### src/rtl/dmux_stream.sv
// dmux_stream: registered 1-to-N valid/ready stream demultiplexer.
// Each accepted input beat is steered by in_sel into a one-entry holding
// register for that channel and held until the channel's consumer takes it.
// A stalled consumer only blocks beats addressed to its own channel.
// Beats with in_sel >= N are accepted and discarded.
// Optional feature macro: DMUX_STREAM_DROP_CNT_EN adds an 8-bit saturating
// drop_count output that counts discarded (out-of-range) input transfers.
module dmux_stream #(
    parameter int WIDTH = 8,
    parameter int N     = 4,
    parameter int SEL_W = $clog2(N)
) (
    input  logic                 clk,
    input  logic                 rst,
    input  logic [WIDTH-1:0]     in_data,
    input  logic [SEL_W-1:0]     in_sel,
    input  logic                 in_valid,
    output logic                 in_ready,
    output logic [N*WIDTH-1:0]   out_data,
    output logic [N-1:0]         out_valid,
    input  logic [N-1:0]         out_ready
`ifdef DMUX_STREAM_DROP_CNT_EN
    ,
    output logic [7:0]           drop_count
`endif
);

    // Channel count widened by one bit so in_sel can be compared against it
    // even when N is a power of two.
    localparam logic [SEL_W:0] N_EXT = (SEL_W + 1)'(N);

    logic [N*WIDTH-1:0] slot_data_r;
    logic [N-1:0]       slot_valid_r;
    logic [SEL_W:0]     sel_ext_s;
    logic               in_range_s;
    logic               sel_busy_s;
    logic               in_ready_s;
    logic [N-1:0]       load_s;
    logic [N-1:0]       drain_s;

    assign sel_ext_s = {1'b0, in_sel};
    assign out_data  = slot_data_r;
    assign out_valid = slot_valid_r;
    assign in_ready  = in_ready_s;

    // Decode the destination slot and decide whether it can take a beat;
    // out-of-range selects are always ready so they drain without stalling.
    always_comb begin
        in_range_s = (sel_ext_s < N_EXT);
        sel_busy_s = 1'b0;
        for (int k = 0; k < N; k++) begin
            if (sel_ext_s == (SEL_W + 1)'(k)) begin
                sel_busy_s = slot_valid_r[k] & ~out_ready[k];
            end else begin
                sel_busy_s = sel_busy_s;
            end
        end
        if (in_range_s) begin
            in_ready_s = ~sel_busy_s;
        end else begin
            in_ready_s = 1'b1;
        end
    end

    // Per-channel load and drain strobes for the slot registers.
    always_comb begin
        load_s  = '0;
        drain_s = '0;
        for (int k = 0; k < N; k++) begin
            if (in_valid && in_ready_s && (sel_ext_s == (SEL_W + 1)'(k))) begin
                load_s[k] = 1'b1;
            end else begin
                load_s[k] = 1'b0;
            end
            drain_s[k] = slot_valid_r[k] & out_ready[k];
        end
    end

    // Slot registers: load wins over drain so a simultaneous load and drain
    // keeps the channel valid with the new beat; data is kept after a drain.
    always_ff @(posedge clk) begin
        if (rst) begin
            slot_valid_r <= '0;
            slot_data_r  <= '0;
        end else begin
            for (int k = 0; k < N; k++) begin
                if (load_s[k]) begin
                    slot_data_r[k*WIDTH +: WIDTH] <= in_data;
                    slot_valid_r[k]               <= 1'b1;
                end else if (drain_s[k]) begin
                    slot_valid_r[k]               <= 1'b0;
                end else begin
                    slot_valid_r[k]               <= slot_valid_r[k];
                end
            end
        end
    end

`ifdef DMUX_STREAM_DROP_CNT_EN
    logic [7:0] drop_cnt_r;
    logic       drop_s;

    assign drop_s     = in_valid & in_ready_s & ~in_range_s;
    assign drop_count = drop_cnt_r;

    // Saturating count of discarded out-of-range beats; only rst clears it.
    always_ff @(posedge clk) begin
        if (rst) begin
            drop_cnt_r <= 8'd0;
        end else if (drop_s && (drop_cnt_r != 8'hFF)) begin
            drop_cnt_r <= drop_cnt_r + 8'd1;
        end else begin
            drop_cnt_r <= drop_cnt_r;
        end
    end
`endif

endmodule

### config.mk
export PLATFORM = sky130hd
export DESIGN_NAME = dmux_stream
export DESIGN_NICKNAME = d
export VERILOG_FILES = /design/src/rtl/dmux_stream.sv
export SDC_FILE = /design/constraint.sdc
export NUM_CORES = 1
export LEC_CHECK = 0
export CAP_MARGIN = 20
export CELL_PAD_IN_SITES_DETAIL_PLACEMENT = 0
export CELL_PAD_IN_SITES_GLOBAL_PLACEMENT = 1
export CORE_MARGIN = 4
export CORE_UTILIZATION = 31
export CTS_BUF_LIST = sky130_fd_sc_hd__clkbuf_4 sky130_fd_sc_hd__clkbuf_8
export CTS_CLUSTER_DIAMETER = 60
export CTS_CLUSTER_SIZE = 40
export DETAILED_ROUTE_END_ITERATION = 6
export GPL_TIMING_DRIVEN = 0
export PLACE_DENSITY_LB_ADDON = 0.1
export SETUP_SLACK_MARGIN = 0.1
export SYNTH_ARGS = -nofsm -noshare
export SYNTH_HDL_FRONTEND = slang
export SYNTH_SLANG_ARGS = --single-unit
export TNS_END_PERCENT = 20
### constraint.sdc
create_clock -name clk -period 1 [get_ports clk]
set_input_delay 0.15 -clock clk [delete_from_list [all_inputs] [get_ports clk]]
set_output_delay 0.15 -clock clk [all_outputs]
set_load 0.05 [all_outputs]
==> flow_summary.toml, run 1 <==
[sta]
fmax_mhz = 672
grt_setup_unrepaired = "true"
worst_pin_slew_ns = 0.379
final-setup-viol-count = 24
report.final.slew_viol_count = 0
hold_viol = 0
fin_ws_ns = -0.487
finClkSkew_ns = 0.00354
fin_crit_sh_pct = 149
hold_slack_ns = 0.174
period_minus_slack_ns = 1.49
slew_headroom_pct = 74.8

[yosys]
synth.area.mux_share_pct = 22.9
synthAdderAreaFrac_pct = 0
ys_seq_elements = 36
synth_compound_area_share_pct = 1.34
synth_fp_nets = 152
yosys_warnings = 0
mappedNetlistArea_um2 = 1500
synth.distinct_cells = 17
netlist_instances = 135
synth_top_area_cell = "dfxtp_1"
synth_top_family_by_area = "simple AND/OR/NAND/NOR gates"
yosys-top-cells-area = "dfxtp_1, mux2i_1, nand2b_1"
synth_xor_xnor_area_share_pct = 0
ys_seq_area_share_pct = 48.2
synth-simple-area-share_pct = 23.8
synth_top_area_share_pct = 48.2
post_synth.cell_area_avg_um2 = 11.1

[drt]
dr.pass1.iters = 2
wl_um = 3740
viasPerCell = 4.52
drcViolationCount = 0
wire_per_inst_um = 14.4
final_antenna_net_count = 0
num_vias = 1174
drtIter0Drc = 39
highest_layer = "met4"
wl_met1_um = 1600
wl_met2_um = 1900
wl_met3_um = 202

[grt]
grt_pass1_wl_um = 6100
grt_max_degree = 11
antenna_found_initial = 0
overflow = 0
grt.total_usage_pct = 13.1
grt_pass1_vias = 1267

[setup_path]
critPathTopFamily = "multiplexers"
path_buf_inv = 1
r2r_setup_slack_ns = -0.12
cp.required_ns = 0.85
path_class = "reg -> out"
end_kind = "primary output"
cp.arrival_ns = 1.34
max_stage_delay_ns = 0.48
slowest_stage = "mux4_2"
worstPathMaxFanout = 2
worstPathCellList = "nand2b_4, mux4_2, buf_8"
cp-start-kind = "flip-flop"

[power]
p_leak_uw = 0.00119
vdd_drop_max_uv = 685
total_power_uw = 3260
p_per_area_nw_per_um2 = 1290

[place]
port_buffers = 53
dp_slack_ns = -1.09
place_area_um2 = 2130
dp_hpwl_um = 2750
place_congestion = 0.752

[clocking]
cts_root_buf = "clkbuf_8"
cts_max_level = 2
clk_path_buf_depth = 2
clock_sinks = 36
cts_tree = "done"
clk_pin_slew_ns = 0.07
clock_latency_ns = 0.28
cts_buffers = 5

[floorplan]
die_h_um = 77.5
num_rows = 25
core_um2 = 4690
die_area_um2 = 6000
die_w_um = 77.5
start_util_pct = 31.9
io_pins = 54

[cells_and_area]
fin_area_um2 = 2510
antenna_cells = 0
area_growth_pct = 68.2
fin_nets = 222
fillers = 423
final_cell_mix = "nand2b_1, mux2i_1, buf_6, buf_8, dfxtp_2"
layout-drive-gt1-share_pct = 47.1
mostFrequentLayoutCell = "nand2b_1"

[hold_path]
hold_path.class = "in -> reg"

[outcome]
status = "finished, violations left"
failed_checks = "setup timing"

[flow_run]
cap_viol_max_count = 0
-- worst paths after layout --
path,startpoint,endpoint,cells past startpoint
worst max-delay path,out_valid[3],in_ready,3
worst min-delay path,out_ready[0],out_valid[0],3
worst max register to register,out_valid[1],out_data[9],6
worst min register to register,out_data[10],out_data[10],2
-- routing by layer --
layer / up-vias / GRT usage (%)
met2: 35 / 21.9
met3: 5 / 4.87
met5: - / 0
met1: 548 / 15.2
li1: 586 / -
met4: 0 / 4.80
-- registers in the layout, indices dropped and copies added (netlist names) --
signal,cells
out_data,32
out_valid,4
-- report_power, final --
part	leakage (uW)	total [uW]	internal, uW	switching, uW
registers	0.000304	1530	1480	43.1
clock network	0.0000523	1100	616	489
logic	0.000830	624	297	327
total	0.00119	3260	2400	859
-- worst register-to-register path, stage by stage (launching register included) --
cell	delay, ns
dfxtp_4	0.35
nand2b_4	0.07
buf_6	0.09
buf_6	0.10
and3_4	0.17
buf_6	0.10
mux2i_1	0.18
-- Yosys cell counts, drive strengths merged --
| cell type | count |
|---|---|
| a21oi | 4 |
| and3 | 1 |
| buf | 5 |
| clkbuf | 4 |
| dfxtp | 36 |
| mux2i | 32 |
| mux4 | 1 |
| nand2b | 46 |
| nand3 | 2 |
| nand3b | 2 |
| nor2b | 2 |
-- layout make-up --
type                    count  area (um2)  share of cell area (%)
plain buffers               9        80.1                    3.18
clock buffers               8        97.6                    3.88
multi-input cells          90         774                    30.8
flip-flops and latches     36         758                    30.1
well taps                  54        67.6                    2.69
repair buffers             63         737                    29.3
-- per-stage QoR --
stage,util (%),std cells,setup TNS [ns]
2_1_floorplan,-,135,-0.431
3_3_place_gp,45.4,242,-27.30
3_5_place_dp,45.4,242,-28.21
4_1_cts,51.4,255,-1.10
5_1_grt,53.6,260,-3.34
6_report,53.6,260,-1.97
-- repair_timing --
item / in CTS / in global routing
hold buffers: 0 / 0
buffers inserted: 5 / 5
pin swaps: 0 / 0
gates resized for setup: 300 / 26
setup endpoints to repair: 73 / 71
gates cloned: 0 / 0
-- kinds of logic (layout without fill, tap and decap cells) --
| family | after synthesis | after routing |
|---|---|---|
| AOI/OAI and AO/OA | 4 | 4 |
| and+or+nand+nor | 53 | 53 |
| buffers and inverters | 9 | 80 |
| DFF | 36 | 36 |
| muxes | 33 | 33 |
Note: power is estimated with default switching activity, not from simulation.
==> run 2, diff against run 1 <==
CTS_CLUSTER_SIZE = default   (was 40)
==> results of run 2 <==
The final DEF is identical to that of run 1; final timing and power are the same.
==> run 3, diff against run 2 <==
CORE_MARGIN = 2   (was 4)
CTS_CLUSTER_DIAMETER = 40   (was 60)
==> flow_summary.toml, run 3 (synthesis results as in run 1) <==
[setup_path]
r2r-end = "out_data[25]"
cp.required_ns = 0.85
cp-start-kind = "flip-flop"
worstPathCellList = "nand2b_4, mux4_2, buf_8"
regToRegStartpoint = "out_valid[3]"
path_class = "reg -> out"
r2r_setup_slack_ns = -0.10
cp.arrival_ns = 1.34
max_stage_delay_ns = 0.48
ff2ff_path_depth = 6
path_buf_inv = 1
critPathTopFamily = "multiplexers"
end_kind = "primary output"
slowest_stage = "mux4_2"
worstPathMaxFanout = 2

[grt]
grt_pass1_vias = 1220
grt_pass1_wl_um = 5670
overflow = 0
grt.total_usage_pct = 14.0
antenna_found_initial = 0
grt_max_degree = 12

[floorplan]
die_area_um2 = 5390
io_pins = 54
die_h_um = 73.5
core_um2 = 4690
die_w_um = 73.5
num_rows = 25
start_util_pct = 31.9

[cells_and_area]
largest_register_ffs = 32
fin_area_um2 = 2490
fin_nets = 221
layout-drive-gt1-share_pct = 46.8
fin_cells = 259
area_growth_pct = 66.9
fin_util_pct = 53.2
fillers = 425
final_cell_mix = "nand2b_1, mux2i_1, buf_6, buf_8"
mostFrequentLayoutCell = "nand2b_1"
antenna_cells = 0

[hold_path]
whs_path_depth = 3
min_from = "out_ready[0]"
hold_path.class = "in -> reg"
hold_end = "out_valid[0]"

[drt]
num_vias = 1160
viasPerCell = 4.48
wl_um = 3610
drtIter0Drc = 4
wire_per_inst_um = 13.9
dr.pass1.iters = 4
drcViolationCount = 0
final_antenna_net_count = 0

[sta]
fin_crit_sh_pct = 149
period_minus_slack_ns = 1.49
worst_pin_slew_ns = 0.407
grt_setup_unrepaired = "true"
final-setup-viol-count = 18
fmax_mhz = 670
report.final.slew_viol_count = 0
hold_viol = 0
fin_ws_ns = -0.492
slew_headroom_pct = 72.9
finClkSkew_ns = 0.00744

[place]
port_buffers = 53
dp_hpwl_um = 2590
place_area_um2 = 2130
placed_cells = 242
place_congestion = 0.692

[clocking]
clk_path_buf_depth = 2
clock_sinks = 36
clk_pin_slew_ns = 0.06
clock_latency_ns = 0.29
cts_tree = "done"
cts_buffers = 5
cts_root_buf = "clkbuf_8"
cts_max_level = 2
holdBufCountCts = 0

[outcome]
failed_checks = "setup timing"
status = "finished, violations left"

[power]
vdd_drop_max_uv = 644
p_per_area_nw_per_um2 = 1320
p_leak_uw = 0.00115

[flow_run]
cap_viol_max_count = 0
[run 3: cell count changes in the layout (fill, tap and decap cells not counted), moves of 2 or more]
cell	before	now
buf_8	22	19
dfxtp_1	14	16
dfxtp_2	18	16
dlymetal6s2s_1	2	0
[run 3: what timing repair did]
item / 4_1_cts / 5_1_grt
buffers inserted: 7 / 4
setup endpoints to repair: 73 / 71
gates cloned: 0 / 0
resized for setup: 304 / 15
pin swaps: 0 / 1
[run 3: power by group]
part | internal, uW | switching [uW] | total, uW | leakage, uW
clock | 656 | 499 | 1160 | 0.0000549
combinational | 292 | 325 | 617 | 0.000795
sequential | 1480 | 42.9 | 1530 | 0.000303
[run 3: cell type report]
| class | instances | area, um2 | area share (%) |
|---|---|---|---|
| sequential | 36 | 756 | 30.3 |
| timing repair buffer | 62 | 711 | 28.5 |
| tap | 54 | 67.6 | 2.71 |
| multi-input combinational | 90 | 777 | 31.1 |
| clock buffer | 8 | 104 | 4.16 |
| buffer | 9 | 80.1 | 3.21 |
[run 3: through the flow]
step / power (uW) / TNS [ns] / hold slack, ns / setup WS, ns
2_1_floorplan: 1890 / -0.431 / 0.316 / -0.292
3_3_place_gp: 2090 / -27.21 / 0.463 / -1.08
3_5_place_dp: 2100 / -27.56 / 0.467 / -1.09
4_1_cts: 3320 / -1.06 / 0.274 / -0.497
5_1_grt: 3420 / -2.48 / 0.296 / -0.544
6_report: 3300 / -1.56 / 0.287 / -0.492
[run 3: worst max path at each step]
stage / from / to / slack (ns) / depth (start not counted)
final: out_valid[3] / in_ready / -0.49 / 3
after global placement: in_sel[1] / in_ready / -1.08 / 3
after CTS: out_valid[3] / in_ready / -0.50 / 3
after global routing: out_valid[1] / in_ready / -0.54 / 3
after floorplan: out_valid[3] / in_ready / -0.29 / 2
after detailed placement: in_sel[1] / in_ready / -1.09 / 3
[run 3: tightest hold or removal path: cells and delay by family]
| family | cells | cell delay (ns) |
|---|---|---|
| compound gates | 1 | 0.05 |
| buf+inv | 1 | 0.20 |
| simple gates | 1 | 0.13 |
[run 3: layer usage]
layer	global-route usage (%)	share of wire [%]
met3	3.29	4.8
met2	22.8	49
met5	0	0
met4	6.06	1.7
met1	17.5	45
